### src/rtl/sys_pkg.sv
// Shared types and constants for the systolic array feeder.
package sys_pkg;

    localparam int K_LEN_W = 16;

    typedef enum logic [2:0] {
        IDLE,
        CLEAR,
        RUN,
        FLUSH,
        DONE
    } feeder_state_t;

    // Advancing cycles needed to push the deepest lane's last element out.
    function automatic int flush_len(input int n);
        return 2 * n - 1;
    endfunction

endpackage

### src/rtl/systolic_feeder_if.sv
// Memory-reader stream in, skewed array edges out.
interface systolic_feeder_if #(
    parameter int Data_Width = 8,
    parameter int N          = 4
);
    logic                    in_valid;
    logic                    in_ready;
    logic [N*Data_Width-1:0] in_left;
    logic [N*Data_Width-1:0] in_top;
    logic [N*Data_Width-1:0] arr_left;
    logic [N*Data_Width-1:0] arr_top;
    logic                    arr_waitrequest;
    logic                    arr_clear;

    modport master (
        output in_valid, in_left, in_top,
        input  in_ready, arr_left, arr_top, arr_waitrequest, arr_clear
    );

    modport slave (
        input  in_valid, in_left, in_top,
        output in_ready, arr_left, arr_top, arr_waitrequest, arr_clear
    );
endinterface

### src/rtl/skew_delay_line.sv
// Enable-gated shift register; one lane of the diagonal skew.
module skew_delay_line #(
    parameter int Data_Width = 8,
    parameter int DEPTH      = 1
) (
    input  logic                  clk,
    input  logic                  rst,
    input  logic                  en,
    input  logic [Data_Width-1:0] d,
    output logic [Data_Width-1:0] q
);
    logic signed [Data_Width-1:0] sr_p [DEPTH];

    always_ff @(posedge clk or posedge rst) begin
        if (rst) begin
            for (int k = 0; k < DEPTH; k++) sr_p[k] <= '0;
        end else if (en) begin
            sr_p[0] <= d;
            for (int k = 1; k < DEPTH; k++) sr_p[k] <= sr_p[k-1];
        end
    end

    assign q = sr_p[DEPTH-1];
endmodule

### src/rtl/systolic_feeder.sv
// Skewing feeder for an N x N systolic MAC array: tile FSM, stall/clear
// generation and one delay line per edge lane (lane i delayed i steps).
module systolic_feeder
    import sys_pkg::*;
#(
    parameter int Data_Width = 8,
    parameter int N          = 4
) (
    input  logic               clk,
    input  logic               rst,
    input  logic               start,
    input  logic [K_LEN_W-1:0] k_len,
    output logic               busy,
    output logic               done,
    systolic_feeder_if.slave   bus
);
    localparam int FLUSH_LEN = flush_len(N);
    localparam int FCNT_W    = $clog2(FLUSH_LEN + 1);

    feeder_state_t      state;
    logic [K_LEN_W-1:0] k_len_q;
    logic [K_LEN_W-1:0] acc_cnt;
    logic [FCNT_W-1:0]  flush_cnt;
    logic               waitreq_q;
    logic               clear_q;
    logic               run_ready;
    logic               accept;
    logic               advance;

    // Ready depends only on state and count so the reader never sees a loop.
    assign run_ready = (state == RUN) && (acc_cnt < k_len_q);
    assign accept    = bus.in_valid & run_ready;
    assign advance   = accept | (state == FLUSH);

    assign bus.in_ready        = run_ready;
    assign bus.arr_waitrequest = waitreq_q;
    assign bus.arr_clear       = clear_q;
    assign busy                = (state != IDLE);

    always_ff @(posedge clk or posedge rst) begin
        if (rst) begin
            state     <= IDLE;
            k_len_q   <= '0;
            acc_cnt   <= '0;
            flush_cnt <= '0;
            waitreq_q <= 1'b1;
            clear_q   <= 1'b0;
            done      <= 1'b0;
        end else begin
            // Stall flag moves on the same edge as the data it qualifies.
            waitreq_q <= ~advance;
            clear_q   <= 1'b0;
            done      <= 1'b0;
            case (state)
                IDLE: begin
                    if (start) begin
                        k_len_q <= k_len;
                        acc_cnt <= '0;
                        clear_q <= 1'b1;
                        state   <= CLEAR;
                    end
                end
                CLEAR: begin
                    if (k_len_q == '0) begin
                        done  <= 1'b1;
                        state <= DONE;
                    end else begin
                        state <= RUN;
                    end
                end
                RUN: begin
                    if (accept) begin
                        acc_cnt <= acc_cnt + K_LEN_W'(1);
                        if ((acc_cnt + K_LEN_W'(1)) == k_len_q) begin
                            flush_cnt <= '0;
                            state     <= FLUSH;
                        end
                    end
                end
                FLUSH: begin
                    if (flush_cnt == FCNT_W'(FLUSH_LEN - 1)) begin
                        done  <= 1'b1;
                        state <= DONE;
                    end else begin
                        flush_cnt <= flush_cnt + FCNT_W'(1);
                    end
                end
                DONE:    state <= IDLE;
                default: state <= IDLE;
            endcase
        end
    end

    // Stage 0 of every lane: live data in RUN, zeros while flushing.
    for (genvar i = 0; i < N; i++) begin : g_lane
        logic [Data_Width-1:0] left_p0;
        logic [Data_Width-1:0] top_p0;
        logic [Data_Width-1:0] left_q;
        logic [Data_Width-1:0] top_q;

        assign left_p0 = (state == RUN) ? bus.in_left[i*Data_Width +: Data_Width] : '0;
        assign top_p0  = (state == RUN) ? bus.in_top[i*Data_Width +: Data_Width]  : '0;

        skew_delay_line #(.Data_Width(Data_Width), .DEPTH(i + 1)) u_left (
            .clk (clk),
            .rst (rst),
            .en  (advance),
            .d   (left_p0),
            .q   (left_q)
        );

        skew_delay_line #(.Data_Width(Data_Width), .DEPTH(i + 1)) u_top (
            .clk (clk),
            .rst (rst),
            .en  (advance),
            .d   (top_p0),
            .q   (top_q)
        );

        assign bus.arr_left[i*Data_Width +: Data_Width] = left_q;
        assign bus.arr_top[i*Data_Width +: Data_Width]  = top_q;
    end
endmodule

### src/flat_wrapper.sv
// flat-port wrapper written by rule: the top's interface ports become plain ports
module systolic_feeder_flat import sys_pkg::*;
#(
    parameter int Data_Width = 8,
    parameter int N          = 4
)
  (clk, rst, start, k_len, busy, done, bus_in_valid, bus_in_left, bus_in_top, bus_in_ready, bus_arr_left, bus_arr_top, bus_arr_waitrequest, bus_arr_clear);
  systolic_feeder_if #(.Data_Width(Data_Width), .N(N)) bus_i ();
  input  logic clk;
  input  logic rst;
  input  logic start;
  input  logic [K_LEN_W-1:0] k_len;
  output logic busy;
  output logic done;
  input wire logic [$bits(bus_i.in_valid)-1:0] bus_in_valid;
  input wire logic [$bits(bus_i.in_left)-1:0] bus_in_left;
  input wire logic [$bits(bus_i.in_top)-1:0] bus_in_top;
  output wire logic [$bits(bus_i.in_ready)-1:0] bus_in_ready;
  output wire logic [$bits(bus_i.arr_left)-1:0] bus_arr_left;
  output wire logic [$bits(bus_i.arr_top)-1:0] bus_arr_top;
  output wire logic [$bits(bus_i.arr_waitrequest)-1:0] bus_arr_waitrequest;
  output wire logic [$bits(bus_i.arr_clear)-1:0] bus_arr_clear;
  assign bus_i.in_valid = bus_in_valid;
  assign bus_i.in_left = bus_in_left;
  assign bus_i.in_top = bus_in_top;
  assign bus_in_ready = bus_i.in_ready;
  assign bus_arr_left = bus_i.arr_left;
  assign bus_arr_top = bus_i.arr_top;
  assign bus_arr_waitrequest = bus_i.arr_waitrequest;
  assign bus_arr_clear = bus_i.arr_clear;
  systolic_feeder #(.Data_Width(Data_Width), .N(N)) u_core (.clk(clk), .rst(rst), .start(start), .k_len(k_len), .busy(busy), .done(done), .bus(bus_i));
endmodule
### config.mk
export PLATFORM = sky130hd
export DESIGN_NAME = systolic_feeder_flat
export DESIGN_NICKNAME = d
export VERILOG_FILES = /design/src/rtl/sys_pkg.sv /design/src/rtl/systolic_feeder_if.sv /design/src/rtl/skew_delay_line.sv /design/src/rtl/systolic_feeder.sv /design/src/flat_wrapper.sv
export SDC_FILE = /design/constraint.sdc
export NUM_CORES = 1
export LEC_CHECK = 0
export CAP_MARGIN = 20
export CORE_ASPECT_RATIO = 0.6
export CORE_MARGIN = 2
export CORE_UTILIZATION = 54
export CTS_CLUSTER_DIAMETER = 40
export DETAILED_ROUTE_END_ITERATION = 12
export PLACE_DENSITY = 0.8
export SYNTH_ARGS = -nofsm -noshare
export SYNTH_HDL_FRONTEND = slang
export SYNTH_SLANG_ARGS = --single-unit
### constraint.sdc
create_clock -name clk -period 10.03 [get_ports clk]
set_clock_uncertainty 0.2 [all_clocks]
set_input_delay 2.006 -clock clk [delete_from_list [all_inputs] [get_ports clk]]
set_output_delay 2.006 -clock clk [all_outputs]
set_load 0.01 [all_outputs]
==> results of run 1 <==
[final cells by class]
type                            instances  area, um^2
Inverter                               20        82.6
Clock inverter                         14         140
Timing Repair Buffer                  157        1580
Sequential cell                       201        5030
Multi-Input combinational cell        520        3760
Clock buffer                           29         661
Tap cell                              234         293
Fill cell                            1274        5630
[flip-flops by register name, summed over array words and instances, names as in the netlist]
| register | flops |
|---|---|
| u_core.g_lane.u_left.sr_p | 48 |
| u_core.g_lane.u_top.sr_p | 48 |
| u_core.g_lane.u_left.q | 32 |
| u_core.g_lane.u_top.q | 32 |
| u_core.acc_cnt | 16 |
| u_core.k_len_q | 16 |
| u_core.flush_cnt | 3 |
| u_core.state | 3 |
| u_core.bus.arr_clear | 1 |
| u_core.bus.arr_waitrequest | 1 |
| u_core.done | 1 |
[logic make-up (layout without fill, tap and decap cells)]
group / after synthesis / count (layout) / share of synthesized area, %
muxes: 105 / 105 / 15.1
DFF: 201 / 201 / 52.9
adders and majority gates: 19 / 19 / 2.50
AOI/OAI and AO/OA: 140 / 140 / 8.37
and+or+nand+nor: 238 / 238 / 11.8
buffers and inverters: 118 / 220 / 7.53
xor gates and xnor gates: 18 / 18 / 1.80
[metal layers]
layer | global-route usage [%] | share of wire (%)
met1 | 32.1 | 48
met2 | 29.7 | 41
met3 | 6.52 | 8.7
met4 | 3.39 | 1.3
met5 | 0 | 0
[worst max-delay path, delay by kind of cell, from the launching register on]
family	cells	cell delay (ns)
simple gates	1	0.42
fa+ha+maj	1	0.38
buf+inv	1	0.61
compound gates	3	0.49
flops	1	0.51
[Yosys cell counts (all sizes together), types with 2 or more instances]
master,count
nor3b,4
nor4,8
mux2,98
a22o,4
ha,19
mux2i,7
xnor2,6
a31oi,5
nand3,12
a21o,4
nor4b,3
nor2b,4
o21ai,89
a211oi,2
buf,75
and4,4
a21oi,23
clkbuf,23
and3,3
nand3b,2
o31ai,3
inv,20
xor2,11
nor2,13
dfrtp,200
nor3,4
and2,2
nand4,9
nand2,163
[through the flow]
stage          utilization (%)  worst slack, ns
3_3_place_gp              62.5             5.41
4_1_cts                   67.2             4.90
5_1_grt                   67.2             4.81
2_1_floorplan                -             2.34
3_5_place_dp              62.6             5.44
6_report                  67.2             4.90
[report_power, final]
group | total, mW | switching (mW) | internal (mW)
combinational | 1.37 | 0.630 | 0.745
clock | 0.864 | 0.357 | 0.507
sequential | 1.34 | 0.206 | 1.14
total | 3.58 | 1.19 | 2.39
[how the worst min path moves through the flow]
stage	end	slack, ns	cells past startpoint
after global placement	u_core.g_lane[3].u_top.sr_p[27]	0.26	2
after detailed placement	u_core.g_lane[3].u_top.sr_p[27]	0.26	2
after floorplan	u_core.g_lane[3].u_top.sr_p[24]	0.24	2
final	u_core.g_lane[0].u_left.q[6]	0.27	2
after CTS	u_core.g_lane[3].u_top.sr_p[27]	0.28	2
after global routing	u_core.g_lane[1].u_top.sr_p[12]	0.31	2
[layout by cell type (no fill, tap or decap), drive strengths merged, types with 4 or more instances in the layout]
cell type,instances
clkinv,5
and4,4
a21oi,23
dfrtp,200
inv,26
clkdlybuf4s50,152
xor2,11
o21ai,89
mux2,98
clkbuf,29
buf,5
mux2i,7
nor4,8
ha,19
nor2b,4
nand2,163
xnor2,6
a22o,4
nand4,9
nor2,13
a21o,4
nand3,12
nor3,4
nor3b,4
a31oi,5
==> reports/metrics.yaml, run 1 <==
outcome: "finished, final reports clean"
min-delay-start: "u_core.g_lane[0].u_left.q[6]"
syn_inst: 839
track_usage_pct: 21.0
async_reset_ff_share_pct: 100
critPathSlowestCell: "clkdlybuf4s50_1"
die_h_um: 107
die_w_um: 175
relSlewSlack_pct: 13.7
avgSynthCellArea_um2: 11.3
hold_slack_ns: 0.274
tightestPinTransition_ns: 1.29
core_um2: 17200
place_area_um2: 10700
placed_cells: 1132
hold_violations: 0
hold_class: "reg -> reg"
postCtsSetupRepairBufs: 0
clock_latency_ns: 0.50
period_needed_ns: 5.13
insertedDiodeCount: 0
cts_buffers: 24
cp-end-kind: "output pin"
clockBufferDepth: 3
total_power_mw: 3.58
crit_end: "bus_in_ready"
yosys_warnings: 0
drc_errors: 0
worst-setup-path-type: "reg -> out"
ys_seq_elements: 201
routed_wl_um: 19100
arrival_ns: 2.92
leakage_nw: 5.33
r2r_end: "u_core.g_lane[1].u_top.q[7]"
grt_max_degree: 226
cts_tree: "yes"
ys_seq_area_share_pct: 52.9
cts_root_buffer: "clkbuf_16"
holdBufCountCts: 0
clkTransAtPathRegs_ns: 0.06
synth_top_area_share_pct: 52.6
clock.fmax_ghz: 0.195
wl_per_cell_um: 16.2
synth_nets: 942
routed_via_density: 5.24
reg2reg_setup_slack_ns: 6.57
synth_top_cell_by_area: "dfrtp_1"
slowest_delay_ns: 0.61
start_kind: "register"
setup.worst_path.start: "u_core.acc_cnt[7]"
crit_path_max_fanout: 11
detail-route-antenna-nets: 0
hpwl_um: 12700
htree_levels: 1
crit_chain: "ha_1, a21oi_1, o21ai_0, a22o_1, nor4b_4, clkdlybuf4s50_1"
grt_pass1_wl_um: 31800
gp_congestion: 0.948
required_ns: 7.82
reg2reg_depth: 9
die_area_um2: 18700
first_global_vias: 6039
io_buffers: 152
p_per_area_nw_per_um2: 310
reg2reg_from: "u_core.k_len_q[1]"
drt-pass1-iter-count: 7
vias: 6162
synth_area_um2: 9510
synth-edff-count: 0
vdd_drop_max_mv: 0.259
synth_cell_types: 59
gr-total-overflow: 0
drive_above_1_share_pct: 16.3
cts_resized: 0
drtIter0Drc: 490
area_delta_synth_final_pct: 21.5
setup_tns_ns: 0
synthFlopType: "dfrtp_1"
synth_area_leaders: "dfrtp_1 (53%), mux2_4 (11%), nand2_1 (6.4%)"
cts.sink_count: 201
fin_cells: 1175
rows: 37
boundaryPins: 153
period_share_pct: 51.1
antenna_found_initial: 0
start_util_pct: 55.4
setup_violations: 0
finish.instance_area_um2: 11500
maxCapViolCount: 0
grt_setup_unrepaired: "no"
drv_slew: 0
nNetsFinal: 1027
Power figures use the tool's default switching activity.
==> run 2, diff against run 1 <==
CORE_UTILIZATION = 49   (was 54)
PLACE_DENSITY = 0.77   (was 0.8)
clock period = 4.7 ns   (was 10.03 ns; I/O delays follow)
==> run 2 against run 1 <==
Global-route usage down 0.94 points; worst setup slack worse by 4.3 ns; clock-buffer cell count unchanged; routed wire length up 2.8%; critical path depth unchanged; core utilization down 6.1 points; flip-flop and latch count unchanged; hold slack worse by 0.0016 ns; sequential power up 110%; clock power up 120%; highest routed layer unchanged.
==> reports/metrics.yaml, run 2 (synthesized netlist as in run 1, its figures left out) <==
drc_errors: 0  # unchanged
clockBufferDepth: 3  # unchanged
fin_util_pct: 61.2  # -6.1 points
crit_path_max_fanout: 11  # unchanged
hold_class: "reg -> reg"
drtIter0Drc: 441  # -10%
reg2reg_setup_slack_ns: 1.31  # -5.26 ns
required_ns: 3.56  # -4.26 ns
hpwl_um: 13300  # +5.0%
postCtsSetupRepairBufs: 0  # unchanged
vdd_drop_max_mv: 0.356  # +37%
period_share_pct: 87.8
detail-route-antenna-nets: 0  # unchanged
tightestPinTransition_ns: 0.979  # -0.315 ns
clock_latency_ns: 0.51  # about the same
crit_chain: "ha_1, a21oi_1, o21ai_0, a22o_1, nor4b_4, clkdlybuf4s50_1"
relSlewSlack_pct: 34.7  # +21 points
clock.fmax_ghz: 0.242
die_h_um: 112  # +4.8%
htree_levels: 1  # unchanged
grt_pass1_wl_um: 33100  # +4.1%
whs_path_depth: 2  # unchanged
critPathSlowestCell: "clkdlybuf4s50_1"
outcome: "finished, final reports clean"
setup_tns_ns: 0  # unchanged
p_per_area_nw_per_um2: 661  # +110%
slowest_delay_ns: 0.62  # about the same
cp-end-kind: "output pin"
layout_common_cells: "dfrtp_1 (200), nand2_1 (163), clkdlybuf4s50_1 (152)"
drt-pass1-iter-count: 4  # -3
holdBufCountCts: 0  # unchanged
track_usage_pct: 20.1  # -0.94 points
wl_met3_um: 1720  # +3.2%
multi_input_area_um2: 3760  # unchanged
worst-setup-path-type: "reg -> out"
gp_congestion: 0.899  # -5.1%
cts.sink_count: 201  # unchanged
top_layer: "met4"
fillCellCount: 1538  # +21%
finalWorstSetupSlack_ns: 0.572  # -4.33 ns
boundaryPins: 153  # unchanged
cts_root_buffer: "clkbuf_16"
wl_per_cell_um: 16.5  # +1.5%
vias: 6156  # -0.097%
regArea_um2: 5030  # unchanged
maxCapViolCount: 0  # unchanged
antenna_found_initial: 0  # unchanged
rows: 39  # +5.4%
start_util_pct: 50.0  # -5.4 points
insertedDiodeCount: 0  # unchanged
io_buffers: 152  # unchanged
wl_met2_um: 7890  # -0.29%
drv_slew: 0  # unchanged
grt_max_degree: 125  # -45%
layout_commonest_cell: "dfrtp_1"
gr-total-overflow: 0  # unchanged
reg2reg_from: "u_core.acc_cnt[7]"
place_ws_ns: 1.11  # -4.34 ns
first_global_vias: 6199  # +2.6%
r2r_end: "u_core.flush_cnt[1]"
drive_above_1_share_pct: 16.4  # +0.16 points
cp_num_buf_inv: 1  # unchanged
min-delay-start: "u_core.g_lane[3].u_top.sr_p[24]"
die_area_um2: 20600  # +9.9%
arrival_ns: 2.99  # +0.07 ns
leakage_nw: 5.36  # +0.50%
cts_buffers: 25  # +4.2%
hold_end: "u_core.g_lane[3].u_top.sr_p[24]"
cts_resized: 0  # unchanged
clkTransAtPathRegs_ns: 0.05  # about the same
reg_top3: "u_core.g_lane.u_left.sr_p x48, u_core.g_lane.u_top.sr_p x48"
cts_tree: "yes"
die_w_um: 184  # +4.9%
wl_met1_um: 9790  # +5.9%
nNetsFinal: 1030  # +0.29%
period_needed_ns: 4.13
start_kind: "register"
area_delta_synth_final_pct: 22.4
reg2reg_depth: 8  # -1
cp_top_family: "buffers and inverters"
hold_violations: 0  # unchanged
routed_wl_um: 19600  # +2.8%
core_um2: 19000  # +11%
grt_setup_unrepaired: "no"
setup_violations: 0  # unchanged
routed_via_density: 5.17  # -1.4%
[run 2: worst min-delay path, stage by stage (launching register included)]
cell and delay, ns:
dfrtp_1 0.33, nand2_1 0.05, o21ai_0 0.06
[run 2: power breakdown]
group / switching [mW] / internal, mW / leakage [nW]
Combinational: 1.34 / 1.57 / 2.39
Sequential: 0.440 / 2.43 / 2.57
Clock: 0.777 / 1.13 / 0.403
[run 2: area by class of cell]
class                           count  share of cell area, %
Clock buffer                       29                   5.59
Clock inverter                     15                   1.56
Inverter                           20                  0.677
Multi-Input combinational cell    520                   32.3
Sequential cell                   201                   43.2
Tap cell                          246                   2.64
Timing Repair Buffer              159                   14.0
[run 2: how the worst max path moves through the flow]
stage | slack, ns | cells after the start | to | from
3_3_place_gp | 1.16 | 6 | bus_in_ready | u_core.acc_cnt[7]
4_1_cts | 0.55 | 6 | bus_in_ready | u_core.acc_cnt[7]
2_1_floorplan | 0.96 | 1 | u_core.acc_cnt[0] | rst
6_report | 0.57 | 6 | bus_in_ready | u_core.acc_cnt[7]
5_1_grt | 0.38 | 6 | bus_in_ready | u_core.acc_cnt[7]
3_5_place_dp | 1.11 | 6 | bus_in_ready | u_core.acc_cnt[7]
[run 2: metal layers]
layer  vias up  track usage [%]
li1       3017                -
met1      2922             31.0
met2       197             27.8
met3        20             6.64
met4         0             2.88
met5         -                0
[run 2: metrics by stage]
step                instance area [um^2]  hold slack (ns)  std cells  power, mW
global placement                   10800            0.257       1146       5.70
global route                       11600            0.299       1190       8.23
detailed placement                 10800            0.264       1146       5.81
finish                             11600            0.273       1190       7.69
floorplan                           9510            0.243        839       5.07
CTS                                11600            0.277       1190       7.76
==> run 3, diff against run 2 <==
CORE_UTILIZATION = 50   (was 49)
SYNTH_HIERARCHICAL = 1   (was default)
==> run 3 against run 2 <==
Die area increased by 6.5%; clock-buffer cell count increased by 1; hold slack better by 0.030 ns; combinational power is 20% higher; maximum frequency grew 0.49%; via count up 2.9%; first-iteration DRC count increased by 0.23%; sequential share of layout area down 2.5 points; synthesized cell count shrank 5.1%; critical path depth stayed put; critical path type unchanged; largest power group unchanged.
==> reports/metrics.yaml, run 3 <==
outcome: "finished, final reports clean"
area_delta_synth_final_pct: 19.4
cts_resized: 0  # unchanged
p_clk_share_pct: 21.5  # -3.4 points
drive_above_1_share_pct: 26.2  # +9.8 points
htree_levels: 1  # unchanged
gr-total-overflow: 0  # unchanged
synth_fa_ha_area_share_pct: 2.30  # -0.20 points
p_sw_share_pct: 33.3  # about the same
arrival_ns: 2.97  # -0.02 ns
setup_tns_ns: 0  # unchanged
ys_top_cells_by_count: "dfrtp_1 (200), mux2_4 (136), and3_1 (73)"
synthFlopType: "dfrtp_1"
antenna_found_initial: 0  # unchanged
avgSynthCellArea_um2: 13.0  # +15%
rows: 40  # +2.6%
first_global_vias: 6400  # +3.2%
synth_cell_types: 65  # +10%
gp_congestion: 0.959  # +6.7%
die_h_um: 115  # +3.2%
syn_inst: 796  # -5.1%
routed_via_density: 5.36  # +3.6%
layout_common_cells: "dfrtp_1 (199), clkdlybuf4s50_1 (152), mux2_4 (136)"
detail-route-antenna-nets: 0  # unchanged
tightestPinTransition_ns: 0.932  # -0.0471 ns
nNetsFinal: 995  # -3.4%
ys_seq_area_share_pct: 48.6  # -4.3 points
fin_cells: 1181  # -0.76%
holdBufCountCts: 0  # unchanged
postCtsSetupRepairBufs: 0  # unchanged
synth_area_um2: 10400  # +8.9%
cts_buffers: 23  # -8.0%
hold_class: "reg -> reg"
synth_area_leaders: "dfrtp_1 (48%), mux2_4 (20%), and3_1 (4.4%)"
synth_top_cell_by_area: "dfrtp_1"
clkTransAtPathRegs_ns: 0.06  # about the same
layout_commonest_cell: "dfrtp_1"
drv_slew: 0  # unchanged
synth-edff-count: 0  # unchanged
clockBufferDepth: 3  # unchanged
p_int_mw: 5.32  # +3.7%
synth_compound_area_share_pct: 4.34  # -4.0 points
grt_max_degree: 69  # -45%
maxCapViolCount: 0  # unchanged
leakage_nw: 5.92  # +10%
boundaryPins: 153  # unchanged
slowest_delay_ns: 0.57  # -0.05 ns
cp_top_family: "compound AO/OA/AOI/OAI gates"
wl_per_cell_um: 18.6  # +13%
start_util_pct: 51.3  # +1.4 points
cp_num_buf_inv: 1  # unchanged
io_buffers: 152  # unchanged
synth_xor_xnor_area_share_pct: 2.03  # +0.23 points
crit_chain: "ha_1, a21oi_1, o21ai_1, a2111oi_2, and3_1, clkdlybuf4s50_1"
insertedDiodeCount: 0  # unchanged
grt_pass1_wl_um: 35400  # +6.8%
p_sw_mw: 2.65  # +3.8%
reg_top3: "u_core/g_lane.u_left/sr_p x48, u_core/g_lane.u_top/sr_p x48"
required_ns: 3.56  # about the same
p_per_area_nw_per_um2: 645  # -2.3%
grt_setup_unrepaired: "no"
worst-setup-path-type: "reg -> out"
synth_top_area_share_pct: 48.3  # -4.3 points
cts_root_buffer: "clkbuf_16"
track_usage_pct: 20.4  # +0.34 points
routed_wl_um: 21900  # +12%
cp-end-kind: "output pin"
fillCellCount: 1556  # +1.2%
synth_nets: 899  # -4.6%
start_kind: "register"
vias: 6332  # +2.9%
drc_errors: 0  # unchanged
hold_violations: 0  # unchanged
core_um2: 20200  # +6.0%
drtIter0Drc: 442  # +0.23%
yosys.area_share.simple_pct: 10.9  # -0.86 points
regArea_um2: 5030  # about the same
ys_seq_elements: 201  # unchanged
relSlewSlack_pct: 37.8  # +3.1 points
async_reset_ff_share_pct: 100  # unchanged
cts_tree: "yes"
clock_latency_ns: 0.51  # about the same
hpwl_um: 15500  # +16%
die_w_um: 190  # +3.2%
period_share_pct: 87.4  # -0.43 points
yosys_warnings: 6  # +6
clock.fmax_ghz: 0.243  # +0.49%
power_frac_comb_pct: 43.7  # +5.8 points
period_needed_ns: 4.11  # -0.0200 ns
die_area_um2: 21900  # +6.5%
crit_path_max_fanout: 10  # -1
muxShareOfSynthArea_pct: 22.7  # +7.6 points
synth_top_family_by_area: "multiplexers"
seqPwrFrac_pct: 34.8  # -2.5 points
synth_most_common_cell: "dfrtp_1"
placed_cells: 1140  # -0.52%
critPathSlowestCell: "a2111oi_2"
drt-pass1-iter-count: 5  # +1
multi_input_area_um2: 4390  # +17%
setup_violations: 0  # unchanged
vdd_drop_max_mv: 0.307  # -14%
cts.sink_count: 201  # unchanged
==> run 3: final cells by class <==
class | count | share of cell area (%)
clock buffers | 30 | 5.27
clock inverters | 11 | 0.688
inverters | 32 | 0.972
multi-input cells | 465 | 35.5
flip-flops and latches | 201 | 40.7
well taps | 273 | 2.76
repair buffers | 169 | 14.0
==> run 3: power groups by stage <==
stage | Clock, mW | Sequential [mW] | Combinational [mW]
floorplan | 0 | 2.62 | 2.98
global placement | 0 | 2.77 | 3.40
detailed placement | 0 | 2.79 | 3.48
CTS | 1.77 | 2.77 | 3.50
global route | 1.84 | 2.85 | 3.74
finish | 1.72 | 2.78 | 3.48
==> run 3: through the flow <==
step | setup WS (ns) | power (mW) | hold WS (ns) | util (%) | instance area [um^2]
floorplan | 1.52 | 5.60 | 0.275 | - | 10400
global placement | 1.20 | 6.17 | 0.284 | 57.6 | 11600
detailed placement | 1.14 | 6.27 | 0.289 | 57.6 | 11600
CTS | 0.586 | 8.04 | 0.306 | 61.3 | 12400
global route | 0.347 | 8.43 | 0.317 | 61.3 | 12400
finish | 0.592 | 7.98 | 0.303 | 61.3 | 12400
==> run 3: cells by family (layout without fill, tap and decap cells) <==
group           after synthesis  count (layout)
buf+inv                     130             242
flops                       201             201
xor+xnor                     24              24
simple gates                188             188
mux                         164             164
compound gates               70              70
fa+ha+maj                    19              19
==> run 3: per-layer routing <==
layer  wire [um]  track usage (%)  vias to the layer above
met5           0                0                        -
met4         329             4.24                        0
met3        1810             5.66                       30
met2        8730             27.8                      193
met1       11100             32.1                     3175
li1            -                -                     2934
==> run 3: worst paths after layout <==
kind / slack, ns / cells past startpoint / start / to
min: 0.30 / 1 / u_core/g_lane[1].u_left/sr_p[15] / u_core/g_lane[1].u_left/sr_p[15]
max: 0.59 / 6 / u_core/acc_cnt[11] / bus_in_ready
max in group asynchronous: 2.61 / 2 / rst / u_core/g_lane[2].u_top/q[5]
min reg2reg: 0.30 / 1 / u_core/g_lane[1].u_left/sr_p[15] / u_core/g_lane[1].u_left/sr_p[15]
max reg2reg: 1.15 / 8 / u_core/acc_cnt[11] / u_core/g_lane[3].u_top/sr_p[17]
min in group asynchronous: 0.71 / 2 / rst / u_core/g_lane[3].u_top/sr_p[31]
